<file path="config.mk">
export PLATFORM = sky130hd
export DESIGN_NAME = fp_flag_collector_flat
export DESIGN_NICKNAME = d
export VERILOG_FILES = /design/src/rtl/fp_flag_collector_if.sv /design/src/rtl/fp_flag_collector.sv /design/src/flat_wrapper.sv
export SDC_FILE = /design/constraint.sdc
export NUM_CORES = 1
export LEC_CHECK = 0
export BUFFER_PORTS_ARGS = -buffer_cell sky130_fd_sc_hd__buf_2
export CAP_MARGIN = 20
export CORE_MARGIN = 3
export CORE_UTILIZATION = 45
export CTS_CLUSTER_DIAMETER = 200
export DETAILED_ROUTE_END_ITERATION = 7
export PLACE_DENSITY_LB_ADDON = 0.08
export SKIP_CTS_REPAIR_TIMING = 1
export SLEW_MARGIN = 20
export SYNTH_ARGS = -nofsm -noshare
export SYNTH_HDL_FRONTEND = slang
export SYNTH_SLANG_ARGS = --single-unit
</file>
<file path="constraint.sdc">
create_clock -name clk -period 1.6 [get_ports clk]
set_input_delay 0.24 -clock clk [delete_from_list [all_inputs] [get_ports clk]]
set_output_delay 0.24 -clock clk [all_outputs]
set_load 0.1 [all_outputs]
</file>
<file path="src/rtl/fp_flag_collector_if.sv">
// Flag-input, mask and read-port signals shared between the FPU/controller side
// and the flag collector.
interface fp_flag_collector_if #(
    parameter int CNT_W = 8
);
    logic             flag_valid;
    logic [3:0]       flag_in;
    logic             mask_we;
    logic [3:0]       mask_in;
    logic             rd_req;
    logic [2:0]       rd_sel;
    logic             rd_clr;
    logic             rd_valid;
    logic [CNT_W-1:0] rd_data;
    logic [3:0]       sticky;
    logic             irq;

    modport master (
        output flag_valid, flag_in, mask_we, mask_in, rd_req, rd_sel, rd_clr,
        input  rd_valid, rd_data, sticky, irq
    );

    modport slave (
        input  flag_valid, flag_in, mask_we, mask_in, rd_req, rd_sel, rd_clr,
        output rd_valid, rd_data, sticky, irq
    );
endinterface

</file>
<file path="src/rtl/fp_flag_collector.sv">
// Collects FP exception flags into sticky bits and saturating counters, serves
// them through a two-state read port with clear-on-read, and raises a masked irq.
module fp_flag_collector #(
    parameter int CNT_W = 8
) (
    input  logic                clk,
    input  logic                reset,
    fp_flag_collector_if.slave  bus
);
    typedef enum logic {IDLE, RESP} state_t;

    localparam logic [CNT_W-1:0] CNT_MAX = {CNT_W{1'b1}};

    state_t           state_q, state_d;
    logic [3:0]       sticky_q, sticky_d;
    logic [3:0]       mask_q, mask_d;
    logic [CNT_W-1:0] cnt_q [4];
    logic [CNT_W-1:0] cnt_d [4];
    logic [CNT_W-1:0] cnt_base [4];
    logic             rd_valid_q, rd_valid_d;
    logic [CNT_W-1:0] rd_data_q, rd_data_d;
    logic [CNT_W-1:0] sel_data;
    logic             accept;
    logic             clr_req;

    always_comb begin
        accept   = (state_q == IDLE) && bus.rd_req;
        clr_req  = accept && bus.rd_clr;
        state_d  = state_q;
        sel_data = '0;

        case (bus.rd_sel)
            3'd0: sel_data[7:0] = {mask_q, sticky_q};
            3'd1: sel_data = cnt_q[0];
            3'd2: sel_data = cnt_q[1];
            3'd3: sel_data = cnt_q[2];
            3'd4: sel_data = cnt_q[3];
            default: sel_data = '0;
        endcase

        // A clear and a new event on the same edge keep the event.
        sticky_d = ((clr_req && bus.rd_sel == 3'd0) ? 4'b0000 : sticky_q)
                 | (bus.flag_valid ? bus.flag_in : 4'b0000);

        for (int i = 0; i < 4; i++) begin
            cnt_base[i] = (clr_req && bus.rd_sel == 3'(i + 1)) ? '0 : cnt_q[i];
            if (bus.flag_valid && bus.flag_in[i] && cnt_base[i] != CNT_MAX) begin
                cnt_d[i] = cnt_base[i] + 1'b1;
            end else begin
                cnt_d[i] = cnt_base[i];
            end
        end

        mask_d     = bus.mask_we ? bus.mask_in : mask_q;
        rd_valid_d = accept;
        rd_data_d  = accept ? sel_data : rd_data_q;

        case (state_q)
            IDLE:    if (accept) state_d = RESP;
            RESP:    state_d = IDLE;
            default: state_d = IDLE;
        endcase
    end

    always_ff @(posedge clk) begin
        if (reset) begin
            state_q    <= IDLE;
            sticky_q   <= 4'b0000;
            mask_q     <= 4'hF;
            rd_valid_q <= 1'b0;
            rd_data_q  <= '0;
            for (int i = 0; i < 4; i++) begin
                cnt_q[i] <= '0;
            end
        end else begin
            state_q    <= state_d;
            sticky_q   <= sticky_d;
            mask_q     <= mask_d;
            rd_valid_q <= rd_valid_d;
            rd_data_q  <= rd_data_d;
            for (int i = 0; i < 4; i++) begin
                cnt_q[i] <= cnt_d[i];
            end
        end
    end

    assign bus.rd_valid = rd_valid_q;
    assign bus.rd_data  = rd_data_q;
    assign bus.sticky   = sticky_q;
    assign bus.irq      = |(sticky_q & ~mask_q);
endmodule

</file>
<file path="src/flat_wrapper.sv">
// flat-port wrapper written by rule: the top's interface ports become plain ports
module fp_flag_collector_flat 
#(
    parameter int CNT_W = 8
)
  (clk, reset, bus_flag_valid, bus_flag_in, bus_mask_we, bus_mask_in, bus_rd_req, bus_rd_sel, bus_rd_clr, bus_rd_valid, bus_rd_data, bus_sticky, bus_irq);
  fp_flag_collector_if #(.CNT_W(CNT_W)) bus_i ();
  input  logic clk;
  input  logic reset;
  input wire logic [$bits(bus_i.flag_valid)-1:0] bus_flag_valid;
  input wire logic [$bits(bus_i.flag_in)-1:0] bus_flag_in;
  input wire logic [$bits(bus_i.mask_we)-1:0] bus_mask_we;
  input wire logic [$bits(bus_i.mask_in)-1:0] bus_mask_in;
  input wire logic [$bits(bus_i.rd_req)-1:0] bus_rd_req;
  input wire logic [$bits(bus_i.rd_sel)-1:0] bus_rd_sel;
  input wire logic [$bits(bus_i.rd_clr)-1:0] bus_rd_clr;
  output wire logic [$bits(bus_i.rd_valid)-1:0] bus_rd_valid;
  output wire logic [$bits(bus_i.rd_data)-1:0] bus_rd_data;
  output wire logic [$bits(bus_i.sticky)-1:0] bus_sticky;
  output wire logic [$bits(bus_i.irq)-1:0] bus_irq;
  assign bus_i.flag_valid = bus_flag_valid;
  assign bus_i.flag_in = bus_flag_in;
  assign bus_i.mask_we = bus_mask_we;
  assign bus_i.mask_in = bus_mask_in;
  assign bus_i.rd_req = bus_rd_req;
  assign bus_i.rd_sel = bus_rd_sel;
  assign bus_i.rd_clr = bus_rd_clr;
  assign bus_rd_valid = bus_i.rd_valid;
  assign bus_rd_data = bus_i.rd_data;
  assign bus_sticky = bus_i.sticky;
  assign bus_irq = bus_i.irq;
  fp_flag_collector #(.CNT_W(CNT_W)) u_core (.clk(clk), .reset(reset), .bus(bus_i));
endmodule
</file>
Word-level counts from Yosys, hierarchy flattened
Memories as Yosys holds them, arrays and structs flattened. Index checks and enable logic that the tools add are counted.

Bits in writable memories: 32. Register bits: 18. Output and inout port bits: 14. Memories kept: 1. Word-level logic and storage cells: 63.

Memory list: u_core.cnt_q (words 4, width 8, rd ports 4, clocked after memory_dff 0, wr ports 4, line fp_flag_collector.sv:17) `logic [CNT_W-1:0] cnt_q [4];`.

Add/sub/neg operators: 4. Bitwise operators: 8. Multiplexer cells: 20. Reduce and logical (&&, ||, !) cells: 17. Eq/ne operators: 8.

Operators by type and width (count): 2-to-1 mux 8 bit (12); case mux 8 bit (5 select lines) (1); adder 8 x 1 -> 8 bit, second input constant (4); inequality test 8 bit, second input constant (4); logical AND 1 bit (15); 2-to-1 mux 4 bit (2); equality test 3 x 2 -> 1 bit, second input constant (2); bitwise AND 4 bit (1); 2-to-1 mux 1 bit (4); NOT 4 bit (1); bitwise OR 1 bit (4); bitwise OR 4 bit (1); OR reduction 4 bit (1); equality test 3 x 1 -> 1 bit, second input constant (1); equality test 3 bit, second input constant (1); logical NOT 3 bit (1); case mux 1 bit (2 select lines) (1); NOT 1 bit (1).

Longest topological paths before layout
Gate-level depths: netlist (run 1).

Depth after elaboration: 9. Mapped depth: 6. Depth with buffers taken out: 4.

Least setup slack after synthesis (run 1)
Ideal clock, no wire load.

Path type: reg-to-output. Start: register u_core.sticky_q[1] (netlist: u_core.bus.sticky[1]). End: output port bus_irq. Data arrival time: 2.652 ns. Stages on the path, launching flop included: 3. Slack: -1.292 ns. Data required time: 1.360 ns. Cell sequence: dfxtp_1 inv_1 o221ai_1.

Cells in the longest elaborated chain, start to end: 2.

Ends and longest elaborated chain: from (decl) (line fp_flag_collector.sv:15) `logic [3:0] sticky_q, sticky_d;`; from (signal assigned) (line fp_flag_collector.sv:77) `sticky_q <= sticky_d;`; bitwise AND 4 bit (line fp_flag_collector.sv:90) `assign bus.irq = |(sticky_q & ~mask_q);`; OR reduction 4 bit (line fp_flag_collector.sv:90); to (decl) (line flat_wrapper.sv:20) `output wire logic [$bits(bus_i.irq)-1:0] bus_irq;`.

Every way passes these cells.

Final worst setup path (run 1)
Start: register u_core.mask_q[0]. End: output port bus_irq.

Cells in the longest elaborated chain, start to end: 3.

Ends and longest elaborated chain: from (decl) (line fp_flag_collector.sv:16) `logic [3:0] mask_q, mask_d;`; from (signal assigned) (line fp_flag_collector.sv:78) `mask_q <= mask_d;`; NOT 4 bit (line fp_flag_collector.sv:90); bitwise AND 4 bit (line fp_flag_collector.sv:90); OR reduction 4 bit (line fp_flag_collector.sv:90).

Every way passes these cells.

==> results of run 1 <==
==> flip-flops by register name, indices dropped and copies added, names as in the netlist <==
register / cells
u_core.bus.rd_data: 8
u_core.bus.rd_valid: 1
u_core.bus.sticky: 4
u_core.cnt_q: 32
u_core.mask_q: 4
u_core.state_q: 1
==> power breakdown <==
group	internal (mW)	switching, mW	total, mW	leakage (nW)
clock	0.397	0.409	0.806	0.0544
combinational	0.103	0.236	0.339	0.685
sequential	1.27	0.0291	1.30	0.408
total	1.77	0.673	2.45	1.15
==> kinds of logic after synthesis <==
kind of cell,Yosys count,synth area share [%]
buffers and inverters,21,3.89
and+or+nand+nor,122,26.3
AOI/OAI and AO/OA,66,18.3
muxes,18,7.47
DFF,50,41.5
xor gates and xnor gates,7,2.54
==> metrics by stage <==
step | std cells | TNS, ns
2_1_floorplan | 284 | 0
3_3_place_gp | 387 | 0
3_5_place_dp | 387 | 0
4_1_cts | 395 | -0.0391
5_1_grt | 395 | 0
6_report | 395 | 0
==> worst min-delay path: stages <==
cell     delay (ns)
buf_2          0.07
mux2i_1        0.06
nand2_1        0.06
==> cell usage after synthesis (all sizes together) (2+ instances only) <==
library cell  instances  area (um^2)
dfxtp                50         1000
nor2                 31          116
nand2                30          120
a21oi                22          110
mux2i                18          180
nor3                 13         70.1
and3                 10         62.6
inv                  10         37.5
nand3                10         50.1
o21ai                 9         48.8
buf                   7         41.3
nand4                 6         37.5
o221ai                6         52.6
nor2b                 5         31.3
xor2                  5         43.8
a211oi                4         30.0
a22oi                 4         30.0
a31oi                 4         25.0
o211ai                4         30.0
clkbuf                3         11.3
a221oi                2         17.5
and2                  2         12.5
and3b                 2         17.5
nand2b                2         12.5
nand3b                2         15.0
o311ai                2         17.5
o41ai                 2         17.5
or2                   2         12.5
xnor2                 2         17.5
==> routing by layer <==
layer  up-vias  part of all wire [%]  track usage, %  routed length (um)
met2        52                    45            30.6                2690
met3         4                   5.4            3.74                 320
met5         -                     0               0                   0
met1      1011                    49            27.5                2900
li1       1121                     -               -                   -
met4         0                  0.81            3.09                  48
==> cell usage in the layout (no fill, tap or decap), types with 3 or more instances in the layout <==
master	n
nor3_1	12
mux2i_1	18
a211oi_1	4
a22oi_1	3
and3_1	10
nor2b_1	5
nand2_1	29
o211ai_1	4
nor2_1	31
dfxtp_1	46
nand3_1	10
buf_4	13
o21ai_0	7
o221ai_1	5
inv_1	10
clkbuf_8	7
buf_2	29
a31oi_1	4
xor2_1	5
nand4_1	6
a21oi_1	22
==> worst paths after layout <==
kind	start	to	slack [ns]	depth (start not counted)
setup / recovery	u_core.mask_q[0]	bus_irq	0.11	4
hold reg to reg	u_core.bus.rd_data[6]	u_core.bus.rd_data[6]	0.46	2
setup reg to reg	u_core.state_q	u_core.cnt_q[1][5]	0.15	5
hold / removal	bus_mask_in[2]	u_core.mask_q[2]	0.16	3
==> layout make-up <==
class | instances | area, um^2 | area share, %
clock buffers | 7 | 96.3 | 3.38
clock inverters | 1 | 8.76 | 0.308
inverters | 11 | 41.3 | 1.45
multi-input cells | 213 | 1340 | 47.0
flip-flops and latches | 50 | 1010 | 35.5
well taps | 70 | 87.6 | 3.08
repair buffers | 43 | 263 | 9.23
==> metrics.txt, run 1 <==
Global Route Usage Sum=19.3%; WL/cell=15.1 um; Crit Path Max Fanout=2; Sinks on Clock Net=50; pin count of the biggest net entering global routing=18; maximum buffer depth of the clock tree=2; Fill cells=510; Chip Width=79.2 um; Rows=26; # setup viols final=0; Final Cycle Share=93.0%; critical path data arrival time=1.25 ns; LEAKAGE=1.15 nW; cell breakdown of the critical path=inv_1 -> a22oi_2 -> o221ai_4 -> buf_4; class of the most critical setup path=flip-flop to output port; I/O Buffers=30; Critical Path Start Type=flip-flop; NumNets Final=341; Cell Area, Synth=0.00241 mm^2; CTS HTree Levels=2; Synth Warn #=0; pwr/cell area=860 mW/mm^2; Slowest-stage cell, CP=dfxtp_1; share of cells above drive strength 1=19.4%; pins over their slew limit=0; Max IR drop VDD=0.696 mV; GPL Wtd Cong=0.887; hold slack=0.158 ns; post-layout util=55.4%; Post-Synthesis Cells=284; aggregate global routing overflow=0; Worst slew margin=67.4%; Skew-Pair Late Insertion Delay=0.29 ns; Remaining DRCs=0; Worst Max-Slew Pin Slew=0.492 ns; Reg clk slew, reported paths=0.09 ns; Final Routed Wirelength=5960 um; RSZ-0062 raised after global routing=false; Clock Skews=0.0104 ns; number of max-cap violations=0; chip height=79.2 um; vias in the first global route=1988; final antenna-violating net count=0; CP top delay family=flip-flops; Via-to-Cell Ratio=5.54; Primary FF master, synth=dfxtp_1; Final Worst Setup Slack=0.112 ns; fin crit period=1.49 ns; Post-Layout Inst Area=0.00285 mm^2; area grow syn2layout=18.1%; Total Power=2.45 mW; status=completed; post-synthesis cell type count=50; crit end category=output port; Initial Util=46.9%; Buffers & Inverters on Critical Path=2; Synthesized Nets=301; core area=0.00514 mm^2; hpwl dp=4600 um; worst stage delay on the critical path=0.34 ns; DRT Pass-1 Iters=4; Hold Path Class=input pin to flip-flop; num ports=31; Synth Register Bits=50; Placement Cell Area=0.00273 mm^2; first-pass GRT wire length=9620 um; CP required=1.36 ns; Place WS=0.0937 ns; CTS root buffer=clkbuf_8; FMAX=0.672 GHz; Final Hold Vio Count=0; via count=2188; ys async rst share=0%; post-synthesis sequential area ratio=41.5%; Post-synth EDFFs=0; Avg Inst Size Synth=8.49 um^2; DIE AREA=0.00627 mm^2; initial DRC count=112; total CTS buffers=5; initial antenna violation count=0; n_diodes=0; CTS tree=built
No activity file was read; power rests on OpenSTA's default activity.
==> inputs of run 2 (changes only) <==
==> constraint.sdc (replaced) <==
create_clock -name clk -period 1.6 [get_ports clk]
set_input_delay 0.08 -clock clk [delete_from_list [all_inputs] [get_ports clk]]
set_output_delay 0.08 -clock clk [all_outputs]
set_load 0.1 [all_outputs]
==> metrics.txt, run 2 (synthesis results as in run 1) <==
status=finished, violations left; failing checks=hold timing; initial antenna violation count=0; Placement Cell Area=0.00270 mm^2; Skew-Pair Late Insertion Delay=0.30 ns; Top reg by flops=u_core.cnt_q; maximum buffer depth of the clock tree=2; num ports=31; aggregate global routing overflow=0; CTS HTree Levels=2; Hold Path Class=input pin to flip-flop; # setup viols final=0; reg2reg path depth=5; commonest non-fill, non-tap cell in the layout=dfxtp_1; total CTS buffers=5; pins over their slew limit=0; chip height=79.2 um; Place WS=0.181 ns; Met1 Wirelength=3100 um; hold slack=-0.00316 ns; hpwl dp=4560 um; NumNets Final=340; routed wire length on met2=2510 um; Remaining DRCs=0; CTS tree=built; DIE AREA=0.00627 mm^2; WHS Path Cells=3; commonest non-fill, non-tap cells in the layout=46 x dfxtp_1, 31 x nor2_1, 30 x buf_2; Sinks on Clock Net=50; n_diodes=0; class of the most critical setup path=flip-flop to output port; via count=2195; Reg clk slew, reported paths=0.09 ns; pwr/cell area=894 mW/mm^2; Hold EP=u_core.mask_q[3]; WL met3=241 um; Setup TNS=0 ns; RSZ-0062 raised after global routing=false; Via-to-Cell Ratio=5.57; CP required=1.52 ns; Final Routed Wirelength=6010 um; DRT Pass-1 Iters=4; LEAKAGE=1.14 nW; crit end category=output port; initial DRC count=150; I/O Buffers=30; fin crit period=1.46 ns; Crit Path Max Fanout=2; Initial Util=46.9%; Rows=26; Chip Width=79.2 um; vias in the first global route=2126; Global Route Usage Sum=20.4%; Clock Skews=0.00689 ns; area grow syn2layout=17.0%; core area=0.00514 mm^2; number of max-cap violations=0; Hold Startpoint=bus_mask_in[3]; Fill cells=534; R2R Path End=u_core.cnt_q[1][3]; Worst Max-Slew Pin Slew=0.490 ns; Largest register FFs=32; first-pass GRT wire length=9960 um; FMAX=0.685 GHz; Final Cycle Share=91.2%; Multi-input gate area=0.00133 mm^2; Critical Path Start Type=flip-flop; Reg2Reg Launch Point=u_core.state_q; register area=0.00101 mm^2; critical path data arrival time=1.38 ns; Worst slew margin=67.6%; WL/cell=15.2 um; share of cells above drive strength 1=18.5%; final antenna-violating net count=0; GPL Wtd Cong=0.853; Post-Layout Inst Area=0.00282 mm^2; Final Worst Setup Slack=0.141 ns; top routing layer used=met4; Final Hold Vio Count=2; CTS root buffer=clkbuf_8; Max IR drop VDD=0.456 mV; pin count of the biggest net entering global routing=16; r2r setup slk=0.17 ns
run 2: changes by cell type in the layout (fill, tap and decap cells not counted), sizes merged:
cell	previous run	this run
bufinv	0	1
dlygate4sd3	0	1
buf	43	41
clkbuf	7	5
clkinv	2	3
run 2: worst max-delay path, stage by stage (launching register included):
cell and delay [ns]:
dfxtp_1 0.33, inv_1 0.05, a22oi_1 0.25, o221ai_4 0.14, buf_2 0.31
run 2: worst max path at each step:
stage,start,endpoint,cells after the start
3_3_place_gp,u_core.state_q,u_core.cnt_q[1][3],5
6_report,u_core.mask_q[0],bus_irq,4
5_1_grt,u_core.cnt_q[1][3],u_core.cnt_q[1][0],4
4_1_cts,u_core.mask_q[0],bus_irq,4
3_5_place_dp,u_core.state_q,u_core.cnt_q[1][3],5
2_1_floorplan,u_core.bus.sticky[1],bus_irq,2
run 2: cell type report:
class | instances | area share [%]
Multi-Input combinational cell | 213 | 47.3
Sequential cell | 50 | 35.7
Timing Repair Buffer | 42 | 8.61
Tap cell | 70 | 3.11
Clock buffer | 5 | 2.44
Inverter | 11 | 1.46
Clock inverter | 3 | 1.42
run 2: layer usage:
layer	track usage, %	up-vias
met1	28.7	1027
met5	0	-
li1	-	1115
met4	8.42	0
met2	30.0	40
met3	4.42	13
run 2: report_power, final:
part           total [mW]  internal, mW  switching, mW
clock               0.883         0.461          0.422
combinational       0.335        0.0983          0.237
sequential           1.30          1.28         0.0273
total                2.52          1.83          0.686
run 2: through the flow:
| stage | utilization [%] | cells | total power [mW] |
|---|---|---|---|
| 6_report | 54.9 | 394 | 2.52 |
| 5_1_grt | 54.9 | 394 | 2.63 |
| 4_1_cts | 54.7 | 393 | 2.54 |
| 3_5_place_dp | 52.6 | 385 | 1.66 |
| 3_3_place_gp | 52.6 | 385 | 1.66 |
| 2_1_floorplan | - | 284 | 1.57 |
